File: src/rtl/cc_flag_unit_pkg.sv
// Shared encodings and types for the condition-code flag unit.
// CC_CARRY_EN adds a carry/borrow flag to the flag record.
package cc_flag_unit_pkg;

    typedef enum logic [3:0] {
        ALU_ADD = 4'd0,
        ALU_SUB = 4'd1,
        ALU_AND = 4'd2,
        ALU_XOR = 4'd3
    } alu_fun_e;

    typedef struct packed {
        logic zf;
        logic sf;
        logic of;
`ifdef CC_CARRY_EN
        logic cf;
`endif
    } cc_flags_t;

    // Architectural reset value: "zero" result, positive, no overflow.
    localparam cc_flags_t FLAGS_RST = '{zf: 1'b1, default: 1'b0};

    // EMPTY: no rollback value held; ARMED: shadow holds the pre-update flags.
    typedef enum logic {
        EMPTY = 1'b0,
        ARMED = 1'b1
    } rb_state_e;

endpackage

File: src/rtl/cc_flag_unit_if.sv
// Bus between the execute stage and the flag unit.
// CF appears only when CC_CARRY_EN is defined.
interface cc_flag_unit_if #(
    parameter int W = 64
);
    logic [3:0]   alu_fun;
    logic [W-1:0] alu_a;
    logic [W-1:0] alu_b;
    logic [W-1:0] alu_e;
    logic         set_cc;
    logic         exc;
    logic         stall;
    logic         restore;
    logic         ZF;
    logic         SF;
    logic         OF;
`ifdef CC_CARRY_EN
    logic         CF;
`endif
    logic         flags_valid;
    logic [7:0]   upd_cnt;

    modport master (
        output alu_fun, alu_a, alu_b, alu_e, set_cc, exc, stall, restore,
`ifdef CC_CARRY_EN
        input  CF,
`endif
        input  ZF, SF, OF, flags_valid, upd_cnt
    );

    modport slave (
        input  alu_fun, alu_a, alu_b, alu_e, set_cc, exc, stall, restore,
`ifdef CC_CARRY_EN
        output CF,
`endif
        output ZF, SF, OF, flags_valid, upd_cnt
    );
endinterface

File: src/rtl/cc_flag_calc.sv
// Combinational next-flag computation from the ALU operands and result.
// Produces the carry/borrow flag as well when CC_CARRY_EN is defined.
module cc_flag_calc
    import cc_flag_unit_pkg::*;
#(
    parameter int W = 64
) (
    input  logic [3:0]   alu_fun,
    input  logic [W-1:0] alu_a,
    input  logic [W-1:0] alu_b,
    input  logic [W-1:0] alu_e,
    output cc_flags_t    nflags
);

`ifdef CC_CARRY_EN
    logic [W-1:0] sum;
    assign sum = alu_a + alu_b;
`endif

    always_comb begin
        // NOTE: every output gets a default first so no path leaves it unassigned (no latch).
        nflags    = '0;
        nflags.zf = (alu_e == '0);
        nflags.sf = alu_e[W-1];
        case (alu_fun)
            ALU_ADD: begin
                nflags.of = (alu_a[W-1] == alu_b[W-1]) && (alu_e[W-1] != alu_a[W-1]);
`ifdef CC_CARRY_EN
                nflags.cf = (sum < alu_a);
`endif
            end
            ALU_SUB: begin
                // valE = valB - valA, so overflow is judged against B's sign.
                nflags.of = (alu_a[W-1] != alu_b[W-1]) && (alu_e[W-1] != alu_b[W-1]);
`ifdef CC_CARRY_EN
                nflags.cf = (alu_b < alu_a);
`endif
            end
            default: ;
        endcase
    end

endmodule

File: src/rtl/cc_flag_unit.sv
// Condition-code register with one-level rollback shadow and update counter.
// Define CC_CARRY_EN to add the CF flag.
module cc_flag_unit
    import cc_flag_unit_pkg::*;
#(
    parameter int W = 64
) (
    input  logic          clk,
    input  logic          rst_n,
    cc_flag_unit_if.slave bus
);

    cc_flags_t nflags;
    cc_flags_t cur_q;
    cc_flags_t shadow_q;
    rb_state_e state_q;
    rb_state_e state_d;
    logic      valid_q;
    logic [7:0] cnt_q;
    logic      commit;
    logic      rollback;

    cc_flag_calc #(.W(W)) u_calc (
        .alu_fun (bus.alu_fun),
        .alu_a   (bus.alu_a),
        .alu_b   (bus.alu_b),
        .alu_e   (bus.alu_e),
        .nflags  (nflags)
    );

    // Restore has priority over set_cc; stall freezes everything.
    assign commit   = bus.set_cc && !bus.exc && !bus.stall && !bus.restore;
    assign rollback = bus.restore && !bus.stall && (state_q == ARMED);

    always_comb begin
        state_d = state_q;
        case (state_q)
            EMPTY:   if (commit) state_d = ARMED;
            ARMED:   if (rollback) state_d = EMPTY;
            default: state_d = EMPTY;
        endcase
    end

    always_ff @(posedge clk or negedge rst_n) begin
        // NOTE: registered state uses non-blocking assignments so all updates see pre-edge values.
        if (!rst_n) state_q <= EMPTY;
        else        state_q <= state_d;
    end

    always_ff @(posedge clk or negedge rst_n) begin
        if (!rst_n) begin
            cur_q    <= FLAGS_RST;
            shadow_q <= FLAGS_RST;
            valid_q  <= 1'b0;
            cnt_q    <= 8'd0;
        end else if (commit) begin
            shadow_q <= cur_q;
            cur_q    <= nflags;
            valid_q  <= 1'b1;
            if (cnt_q != 8'hFF) cnt_q <= cnt_q + 8'd1;
        end else if (rollback) begin
            cur_q <= shadow_q;
        end
    end

    assign bus.ZF          = cur_q.zf;
    assign bus.SF          = cur_q.sf;
    assign bus.OF          = cur_q.of;
`ifdef CC_CARRY_EN
    assign bus.CF          = cur_q.cf;
`endif
    assign bus.flags_valid = valid_q;
    assign bus.upd_cnt     = cnt_q;

endmodule

File: src/flat_wrapper.sv
// flat-port wrapper written by rule: the top's interface ports become plain ports
module cc_flag_unit_flat import cc_flag_unit_pkg::*;
#(
    parameter int W = 64
)
  (clk, rst_n, bus_alu_fun, bus_alu_a, bus_alu_b, bus_alu_e, bus_set_cc, bus_exc, bus_stall, bus_restore, bus_ZF, bus_SF, bus_OF, bus_flags_valid, bus_upd_cnt);
  cc_flag_unit_if #(.W(W)) bus_i ();
  input  logic clk;
  input  logic rst_n;
  input wire logic [$bits(bus_i.alu_fun)-1:0] bus_alu_fun;
  input wire logic [$bits(bus_i.alu_a)-1:0] bus_alu_a;
  input wire logic [$bits(bus_i.alu_b)-1:0] bus_alu_b;
  input wire logic [$bits(bus_i.alu_e)-1:0] bus_alu_e;
  input wire logic [$bits(bus_i.set_cc)-1:0] bus_set_cc;
  input wire logic [$bits(bus_i.exc)-1:0] bus_exc;
  input wire logic [$bits(bus_i.stall)-1:0] bus_stall;
  input wire logic [$bits(bus_i.restore)-1:0] bus_restore;
  output wire logic [$bits(bus_i.ZF)-1:0] bus_ZF;
  output wire logic [$bits(bus_i.SF)-1:0] bus_SF;
  output wire logic [$bits(bus_i.OF)-1:0] bus_OF;
  output wire logic [$bits(bus_i.flags_valid)-1:0] bus_flags_valid;
  output wire logic [$bits(bus_i.upd_cnt)-1:0] bus_upd_cnt;
  assign bus_i.alu_fun = bus_alu_fun;
  assign bus_i.alu_a = bus_alu_a;
  assign bus_i.alu_b = bus_alu_b;
  assign bus_i.alu_e = bus_alu_e;
  assign bus_i.set_cc = bus_set_cc;
  assign bus_i.exc = bus_exc;
  assign bus_i.stall = bus_stall;
  assign bus_i.restore = bus_restore;
  assign bus_ZF = bus_i.ZF;
  assign bus_SF = bus_i.SF;
  assign bus_OF = bus_i.OF;
  assign bus_flags_valid = bus_i.flags_valid;
  assign bus_upd_cnt = bus_i.upd_cnt;
  cc_flag_unit #(.W(W)) u_core (.clk(clk), .rst_n(rst_n), .bus(bus_i));
endmodule
File: config.mk
export PLATFORM = sky130hd
export DESIGN_NAME = cc_flag_unit_flat
export DESIGN_NICKNAME = d
export VERILOG_FILES = /design/src/rtl/cc_flag_unit_pkg.sv /design/src/rtl/cc_flag_unit_if.sv /design/src/rtl/cc_flag_calc.sv /design/src/rtl/cc_flag_unit.sv /design/src/flat_wrapper.sv
export SDC_FILE = /design/constraint.sdc
export NUM_CORES = 1
export LEC_CHECK = 0
export ABC_CLOCK_PERIOD_IN_PS = 4000
export CAP_MARGIN = 20
export CORE_AREA = 5 5 80 82
export CTS_BUF_LIST = sky130_fd_sc_hd__clkbuf_4 sky130_fd_sc_hd__clkbuf_8
export DETAILED_ROUTE_END_ITERATION = 16
export DIE_AREA = 0 0 85 87
export HOLD_SLACK_MARGIN = 0.06
export PLACE_DENSITY = 0.79
export REMOVE_ABC_BUFFERS = 1
export SLEW_MARGIN = 20
export SYNTH_ARGS = -nofsm -noshare
export SYNTH_HDL_FRONTEND = slang
export SYNTH_SLANG_ARGS = --single-unit
export TNS_END_PERCENT = 5
File: constraint.sdc
create_clock -name clk -period 4 [get_ports clk]
set_input_delay 0.4 -clock clk [delete_from_list [all_inputs] [get_ports clk]]
set_output_delay 0.4 -clock clk [all_outputs]
set_load 0.005 [all_outputs]
* Yosys cells after proc, flatten, opt, wreduce, memory -nomap -nowiden *
Cells that the tools add are included.

word-level totals
  logic and storage cells = 37
  flip-flop bits (word level) = 16

operators by class
  equality and inequality tests = 6
  $add $sub $neg = 1
  muxes and demuxes = 6
  bitwise gates (word level) = 1
  reductions and logical operators = 14

operator list
  cell                 number
  $logic_not 64->1     1
  $add 8x1->8 const B  1
  $ne 8x8->1 const B   1
  $logic_and 1x1->1    7
  $mux 3               2
  $eq 4x1->1 const B   1
  $logic_not 4->1      1
  $pmux 1 s2           2
  $logic_not 1->1      3
  $ne 1x1->1           3
  $mux 1               2
  $reduce_and 2->1     1
  $reduce_bool 2->1    1
  $eq 1x1->1           1
  $not 1->1            1

* Longest topological paths before layout *
  depth in word-level cells = 6
  mapped depth = 5

* Cells and area by module *
A second synthesis with hierarchy kept.

second synthesis, totals
  cells, all modules = 99
  area total of the unflattened synthesis = 997.2 µm²

modules (own cells, without submodules)
  module        times used  cells an instance  area an instance (µm²)
  cc_flag_unit  1           72                 789.5
  cc_flag_calc  1           27                 207.7

* Worst setup path after synthesis *
OpenSTA, ideal clock, no wires.

  path kind = input port to flip-flop
  start = input port bus_exc
  end = register u_core.cnt_q[1], in the netlist u_core.bus.upd_cnt[1]
  stages = 4
  arrival = 1.596 ns
  slack = 2.277 ns
  setup time = 0.128 ns
  data required time = 3.872 ns
  cells stage by stage = or4b_1 > buf_6 > a31oi_4 > mux2_1

between the ends
  word-level cells in the longest chain between the ends = 5

ends and longest elaborated chain
  element                         line                text
  start, declared                 flat_wrapper.sv:15  input wire logic [$bits(bus_i.exc)-1:0] bus_exc;
  $logic_not 1->1                 cc_flag_unit.sv:32  assign commit = bus.set_cc && !bus.exc && !bus.stall && !bus.restore;
  $logic_and 1x1->1 (3 in a row)  cc_flag_unit.sv:32
  $reduce_and 2->1 (no line)      n/a
  end signal, assigned            cc_flag_unit.sv:60  if (cnt_q != 8'hFF) cnt_q <= cnt_q + 8'd1;
  end, declared                   cc_flag_unit.sv:19  logic [7:0] cnt_q;

Every way passes these cells.
A chain may end at the register's enable or synchronous reset.

* Worst setup path in the final report *
  start = input port bus_alu_e[19]
  end = register u_core.cur_q (netlist bit u_core.bus.ZF)

between the ends
  word-level cells in the longest chain between the ends = 2

ends and longest elaborated chain
  element               line                text
  start, declared       flat_wrapper.sv:13  input wire logic [$bits(bus_i.alu_e)-1:0] bus_alu_e;
  $logic_not 64->1      cc_flag_calc.sv:23  nflags.zf = (alu_e == '0);
  $mux 3                cc_flag_unit.sv:56  end else if (commit) begin
  end signal, assigned  cc_flag_unit.sv:58  cur_q <= nflags;
  end signal, assigned  cc_flag_unit.sv:62  cur_q <= shadow_q;
  end, declared         cc_flag_unit.sv:14  cc_flags_t cur_q;

Every way passes these cells.

==> results.py <==
metrics = {
    "detailed_routing": {
        "vias": 1112,
        "wl_per_cell_um": 15.4,
        "via_per_inst": 4.29,
        "routed_wl_um": 4000,
        "firstDrtPassIters": 4,
        "ant_nets": 0,
        "first_iter_violations": 23,
        "drc_errors": 0,
    },
    "synthesis": {
        "avgSynthCellArea_um2": 9.82,
        "synth_flop_cell": "dfrtp_1",
        "synth-edff-count": 0,
        "syn_area_um2": 923,
        "yosysWarnings": 0,
        "synth_most_common_cell": "nor4_1",
        "synth.distinct_cells": 27,
        "synthCells": 94,
        "synth_top_cell_area_share": 0.379,
        "synth.ff_latch_count": 16,
        "async_reset_ff_frac": 1.00,
        "yosys-top-cells-count": "nor4_1, dfrtp_1, nand2_1, nand3_1",
        "synth-seq-area-share": 0.436,
        "synth_top_cell_by_area": "dfrtp_1",
        "synth_area_leaders": "dfrtp_1, nor4_1, dfstp_2, nand2_1, xnor2_1",
    },
    "setup_path": {
        "cp-start-kind": "primary input",
        "ff2ff_setup_slack_ns": 2.36,
        "worst_r2r_path_depth": 4,
        "crit_type": "primary input to register",
        "worstReg2RegEnd": "u_core.bus.upd_cnt[1]$_DFFE_PN0P_",
        "worst_setup_path_end_kind": "register",
        "cp.required_ns": 4.15,
        "worstReg2RegStart": "u_core.bus.upd_cnt[0]$_DFFE_PN0P_",
        "critPathMaxFanout": 1,
        "arrival_ns": 2.36,
    },
    "placement": {
        "io_buffers": 87,
        "placed_cell_area_um2": 1880,
        "hpwl_um": 3590,
        "place.gp.congestion": 0.775,
    },
    "final_layout": {
        "postLayoutCellArea_um2": 1930,
        "fillers": 591,
        "multi_input_area_um2": 505,
        "diodes": 0,
        "layout.nets": 388,
        "fin_util": 0.340,
        "drive_above_1_share": 0.0489,
        "synthToLayoutAreaGrowth_pct": 109,
        "ff_latch_area_um2": 403,
    },
    "die": {
        "num_rows": 28,
        "die_h_um": 87,
        "dieArea_um2": 7400,
        "core_um2": 5680,
        "die_w_um": 85,
        "start_util": 0.163,
        "pin_count": 214,
    },
    "clock_network": {
        "cts-root-buf": "clkbuf_8",
        "cts_setup_buffers": 0,
        "postCtsHoldBufs": 0,
        "clk_pin_slew_ns": 0.06,
        "clk_latency_ns": 0.25,
        "numClockSinks": 16,
        "numCtsBuffers": 3,
        "cts_max_level": 1,
        "cts-resized-gates": 0,
        "cts_tree": "done",
        "max-clock-path-buffers": 2,
    },
    "sta": {
        "finalMaxSlewViolations": 0,
        "fmax_mhz": 453,
        "hold_violations": 0,
        "tns_ns": 0,
        "max_slew_margin": 0.539,
        "clock_skew_ns": 0.000984,
        "setup_viol": 0,
        "fin_crit_sh": 0.552,
        "worst_pin_slew_ns": 0.690,
        "fin_crit_ns": 2.21,
        "rsz0062_at_grt": "false",
    },
    "global_route": {
        "antenna_found_initial": 0,
        "grt_usage": 0.106,
        "grt_start_max_net_pins": 17,
        "first_global_vias": 1184,
        "grt_overflow_total": 0,
        "grt_pass1_wl_um": 5930,
    },
    "min_path": {
        "hold_start": "u_core.shadow_q[0]$_DFFE_PN0P_",
        "hold_class": "register to register",
        "hold_depth": 2,
        "hold_end": "u_core.shadow_q[0]$_DFFE_PN0P_",
    },
    "power": {
        "power_density_nw_per_um2": 311,
        "ir_drop_v": 0.000184,
        "leakagePower_nw": 0.716,
        "total_power_uw": 601,
    },
    "run": {
        "maxCapViolations": 0,
    },
    "run_status": {
        "status": "finished clean",
    },
}
-- cell usage in the layout, fill, tap and decap left out --
cell | netlist | routed
clkbuf_8 | 0 | 4
a221oi_1 | 1 | 1
mux2_1 | 1 | 1
nor2_1 | 3 | 3
clkdlybuf4s50_1 | 0 | 87
o21ai_0 | 1 | 1
dfstp_2 | 2 | 2
dfrtp_1 | 14 | 14
nor3_1 | 2 | 2
or4b_1 | 1 | 1
nand3_1 | 7 | 7
inv_1 | 1 | 1
a311oi_4 | 1 | 1
and2_1 | 2 | 2
nand2_1 | 12 | 12
nand2b_1 | 5 | 5
mux2i_1 | 2 | 2
ha_1 | 1 | 1
nand4_1 | 4 | 4
or4_1 | 1 | 1
xor2_1 | 3 | 3
o22ai_1 | 1 | 1
and3_2 | 1 | 1
a41oi_1 | 1 | 1
a21oi_1 | 4 | 4
nor4_1 | 16 | 16
a31oi_4 | 1 | 1
xnor2_1 | 5 | 5
-- worst max-delay path by stage --
stage                     depth (start not counted)     startpoint  slack (ns)                                 to
after floorplan                                   3        bus_exc        2.20  u_core.bus.upd_cnt[1]$_DFFE_PN0P_
after global placement                            4    bus_restore        1.59  u_core.bus.upd_cnt[1]$_DFFE_PN0P_
after detailed placement                          5  bus_alu_e[19]        1.50          u_core.bus.ZF$_DFFE_PN1P_
after CTS                                         5  bus_alu_e[19]        1.77          u_core.bus.ZF$_DFFE_PN1P_
after global routing                              5  bus_alu_e[13]        1.65          u_core.bus.ZF$_DFFE_PN1P_
final                                             5  bus_alu_e[19]        1.79          u_core.bus.ZF$_DFFE_PN1P_
-- final cells by class --
class	count	share of cell area
Multi-Input combinational cell	76	0.262
Tap cell	75	0.0486
Inverter	1	0.00194
Timing Repair Buffer	87	0.451
Sequential cell	16	0.209
Clock buffer	4	0.0285
-- sequential cells by signal, indices dropped and copies added, names as in the netlist --
name and flops:
u_core.bus.upd_cnt 8, u_core.bus.flags_valid 1, u_core.bus.ZF 1, u_core.bus.SF 1, u_core.state_q 1, u_core.shadow_q 3, u_core.bus.OF 1
-- critical path, cell delays in order --
cell and delay (ns):
clkdlybuf4s50_1 0.39, nor4_1 0.55, nand4_1 0.16, or4_1 0.56, a221oi_1 0.29
-- through the flow --
stage          cells  setup slack (ns)  hold slack [ns]
2_1_floorplan     93              2.20            0.104
3_3_place_gp     255              1.59            0.443
3_5_place_dp     255              1.50            0.450
4_1_cts          259              1.77            0.464
5_1_grt          259              1.65            0.493
6_report         259              1.79            0.460
-- cells by family (layout without fill, tap and decap cells) --
kind of cell / count (synthesis) / count (layout) / synth area share
AOI/OAI and AO/OA: 10 / 10 / 0.104
xor gates and xnor gates: 8 / 8 / 0.0759
adders and majority gates: 1 / 1 / 0.0135
buffers and inverters: 2 / 92 / 0.0163
DFF: 16 / 16 / 0.436
muxes: 3 / 3 / 0.0339
and+or+nand+nor: 54 / 54 / 0.320
-- where the power goes --
part / switching, mW / internal [mW]
Combinational: 0.0696 / 0.146
Clock: 0.0561 / 0.0873
Sequential: 0.0365 / 0.205
-- layer usage --
metal,part of all wire,up-vias,global-route usage
met5,0,-,0
li1,-,540,-
met2,0.39,84,0.160
met3,0.15,4,0.0539
met4,0.011,0,0.0201
met1,0.46,484,0.137
(Power assumes the default switching activity.)
==> patch, RTL diff (same flow settings) <==
`W` is set to 64 in 4 places; all go to 56.
--- a/src/rtl/cc_flag_unit_if.sv
+++ b/src/rtl/cc_flag_unit_if.sv
@@ -2,5 +2,5 @@
 // CF appears only when CC_CARRY_EN is defined.
 interface cc_flag_unit_if #(
-    parameter int W = 64
+    parameter int W = 56
 );
     logic [3:0]   alu_fun;
--- a/src/rtl/cc_flag_calc.sv
+++ b/src/rtl/cc_flag_calc.sv
@@ -4,5 +4,5 @@
     import cc_flag_unit_pkg::*;
 #(
-    parameter int W = 64
+    parameter int W = 56
 ) (
     input  logic [3:0]   alu_fun,
--- a/src/rtl/cc_flag_unit.sv
+++ b/src/rtl/cc_flag_unit.sv
@@ -4,5 +4,5 @@
     import cc_flag_unit_pkg::*;
 #(
-    parameter int W = 64
+    parameter int W = 56
 ) (
     input  logic          clk,
--- a/src/flat_wrapper.sv
+++ b/src/flat_wrapper.sv
@@ -2,5 +2,5 @@
 module cc_flag_unit_flat import cc_flag_unit_pkg::*;
 #(
-    parameter int W = 64
+    parameter int W = 56
 )
   (clk, rst_n, bus_alu_fun, bus_alu_a, bus_alu_b, bus_alu_e, bus_set_cc, bus_exc, bus_stall, bus_restore, bus_ZF, bus_SF, bus_OF, bus_flags_valid, bus_upd_cnt);
Interface: changed (resized bus_alu_a, bus_alu_b and bus_alu_e); port bits go from 214 to 190. No check against the original RTL was run, so the function may have changed too.
==> patch against the unedited design <==
  * Via count down 6.4%
  * Wire length down 10%
  * Cell area fell by 5.5%
  * Synthesized area shrank 4.6%
  * Worst setup slack lost 0.0017 ns
  * Core utilization decreased by 1.9 points
  * Sequential cell count unchanged
  * Combinational power is 16% lower
  * Critical path depth unchanged
  * Sequential share of layout area increased by 1.2 points
  * Die area is the same
  * Hold slack gained 0.0045 ns
  * Power shrank 7.6%
  * Critical endpoint is now u_core.bus.OF
==> patch: results (changes against the unedited design) <==
[pwr]
seq_power_uw = 230  ; -5%
vdd_drop_max_mv = 0.201  ; +9.5%
power_uw = 555  ; -7.6%
leakage_uw = 0.000687  ; -4.1%
clock_power_share_pct = 25.7  ; +1.8 points
swShare_pct = 25.5  ; -1.5 points

[hold_path]
min_path_type = register to register

[place]
post-dp-hpwl_mm = 3.19  ; -11%
placedCellCount = 242  ; -5.1%
gp_congestion = 0.766  ; -1.1%
port_buffers = 79  ; -9.2%

[worst_setup_path]
slowest_stage = or4b_1
crit_fanout = 8  ; +7
crit_family = simple AND/OR/NAND/NOR gates
slowest_delay_ns = 0.73  ; +0.17 ns

[clock_tree]
cts.reportedPaths.clkPinSlew_ns = 0.06  ; about the same
cts_resized = 0  ; unchanged
clockBufferDepth = 2  ; unchanged
htree_levels = 1  ; unchanged
cts-buffers-inserted = 3  ; unchanged
post_cts_buffers = 0  ; unchanged
cts_root_buffer = clkbuf_8
insertion_delay_ns = 0.25  ; about the same

[final_layout]
fill_cells = 599  ; +1.4%
final_cells = 247  ; -4.6%
layout-drive-gt1-share_pct = 6.43  ; +1.5 points
nets = 351  ; -9.5%
largest_reg_flops = 8  ; unchanged

[global_route]
grt_pass1_vias = 1106  ; -6.6%
antenna_found_initial = 2  ; +2
grt_max_degree = 17  ; unchanged
grt_pass1_wl_mm = 5.58  ; -5.9%
grt.total_usage_pct = 9.89  ; -0.70 points

[route]
drtIter0Drc = 14  ; -39%
avgViaCountPerCell = 4.21  ; -1.8%
finalWirelength_mm = 3.60  ; -10%
drt_pass1_iterations = 2  ; -2

[sta]
finClkSkew_ns = 0.000429  ; -0.000555 ns
slew_headroom_pct = 51.3  ; -2.6 points

[yosys]
synth_commonest_cells = 14 x dfrtp_1, 14 x nor4_1, 12 x nand2_1
async_flop_share_pct = 100  ; unchanged
ys_top_cells_by_area = dfrtp_1 40%, nor4_1 9.9%, dfstp_2 6.0%
yosysWarnings = 0  ; unchanged
synth_cells = 88  ; -6.4%
synth.distinct_cells = 28  ; +3.7%
ys_seq_area_share_pct = 45.7  ; +2.1 points

[status]
outcome = complete, no violations

-- patch: final cells by class --
type	instances	share of cell area (%)
multi-input cells	71	25.9
clock buffers	4	3.02
repair buffers	80	43.7
well taps	75	5.14
diodes	1	0.137
flip-flops and latches	16	22.1
-- patch: worst reg2reg max path: cells and delay by family (launching register included) --
kind            cells  cell delay, ns
simple gates        1            0.20
compound gates      1            0.33
flops               1            0.42
fa+ha+maj           1            0.25
mux                 1            0.36
-- patch: routing by layer --
layer | GRT usage (%) | share of wire, %
met1 | 11.5 | 42
met2 | 15.6 | 40
met3 | 6.81 | 16
met4 | 0.863 | 0.25
met5 | 0 | 0.58
-- patch: cell families after synthesis --
| logic type | synth area share (%) |
|---|---|
| simple gates | 33.1 |
| xor+xnor | 7.95 |
| fa+ha+maj | 1.42 |
| mux | 4.83 |
| compound gates | 6.39 |
| flops | 45.7 |
| buf+inv | 0.568 |
-- patch: final timing paths --
kind	slack [ns]	endpoint	from	cells after the start
setup / recovery	1.79	u_core.bus.OF	bus_stall	5
max in group asynchronous	2.96	u_core.state_q	rst_n	1
hold / removal	0.46	u_core.shadow_q[2]	u_core.shadow_q[2]	2
hold reg to reg	0.46	u_core.shadow_q[2]	u_core.shadow_q[2]	2
min in group asynchronous	0.58	u_core.bus.upd_cnt[5]	rst_n	1
setup reg to reg	2.33	u_core.bus.upd_cnt[1]	u_core.bus.upd_cnt[0]	4
-- patch: per-stage QoR --
step / area [µm²] / setup slack, ns
floorplan: 876 / 2.21
global placement: 1770 / 1.51
detailed placement: 1770 / 1.51
CTS: 1820 / 1.77
global route: 1820 / 1.71
finish: 1830 / 1.79
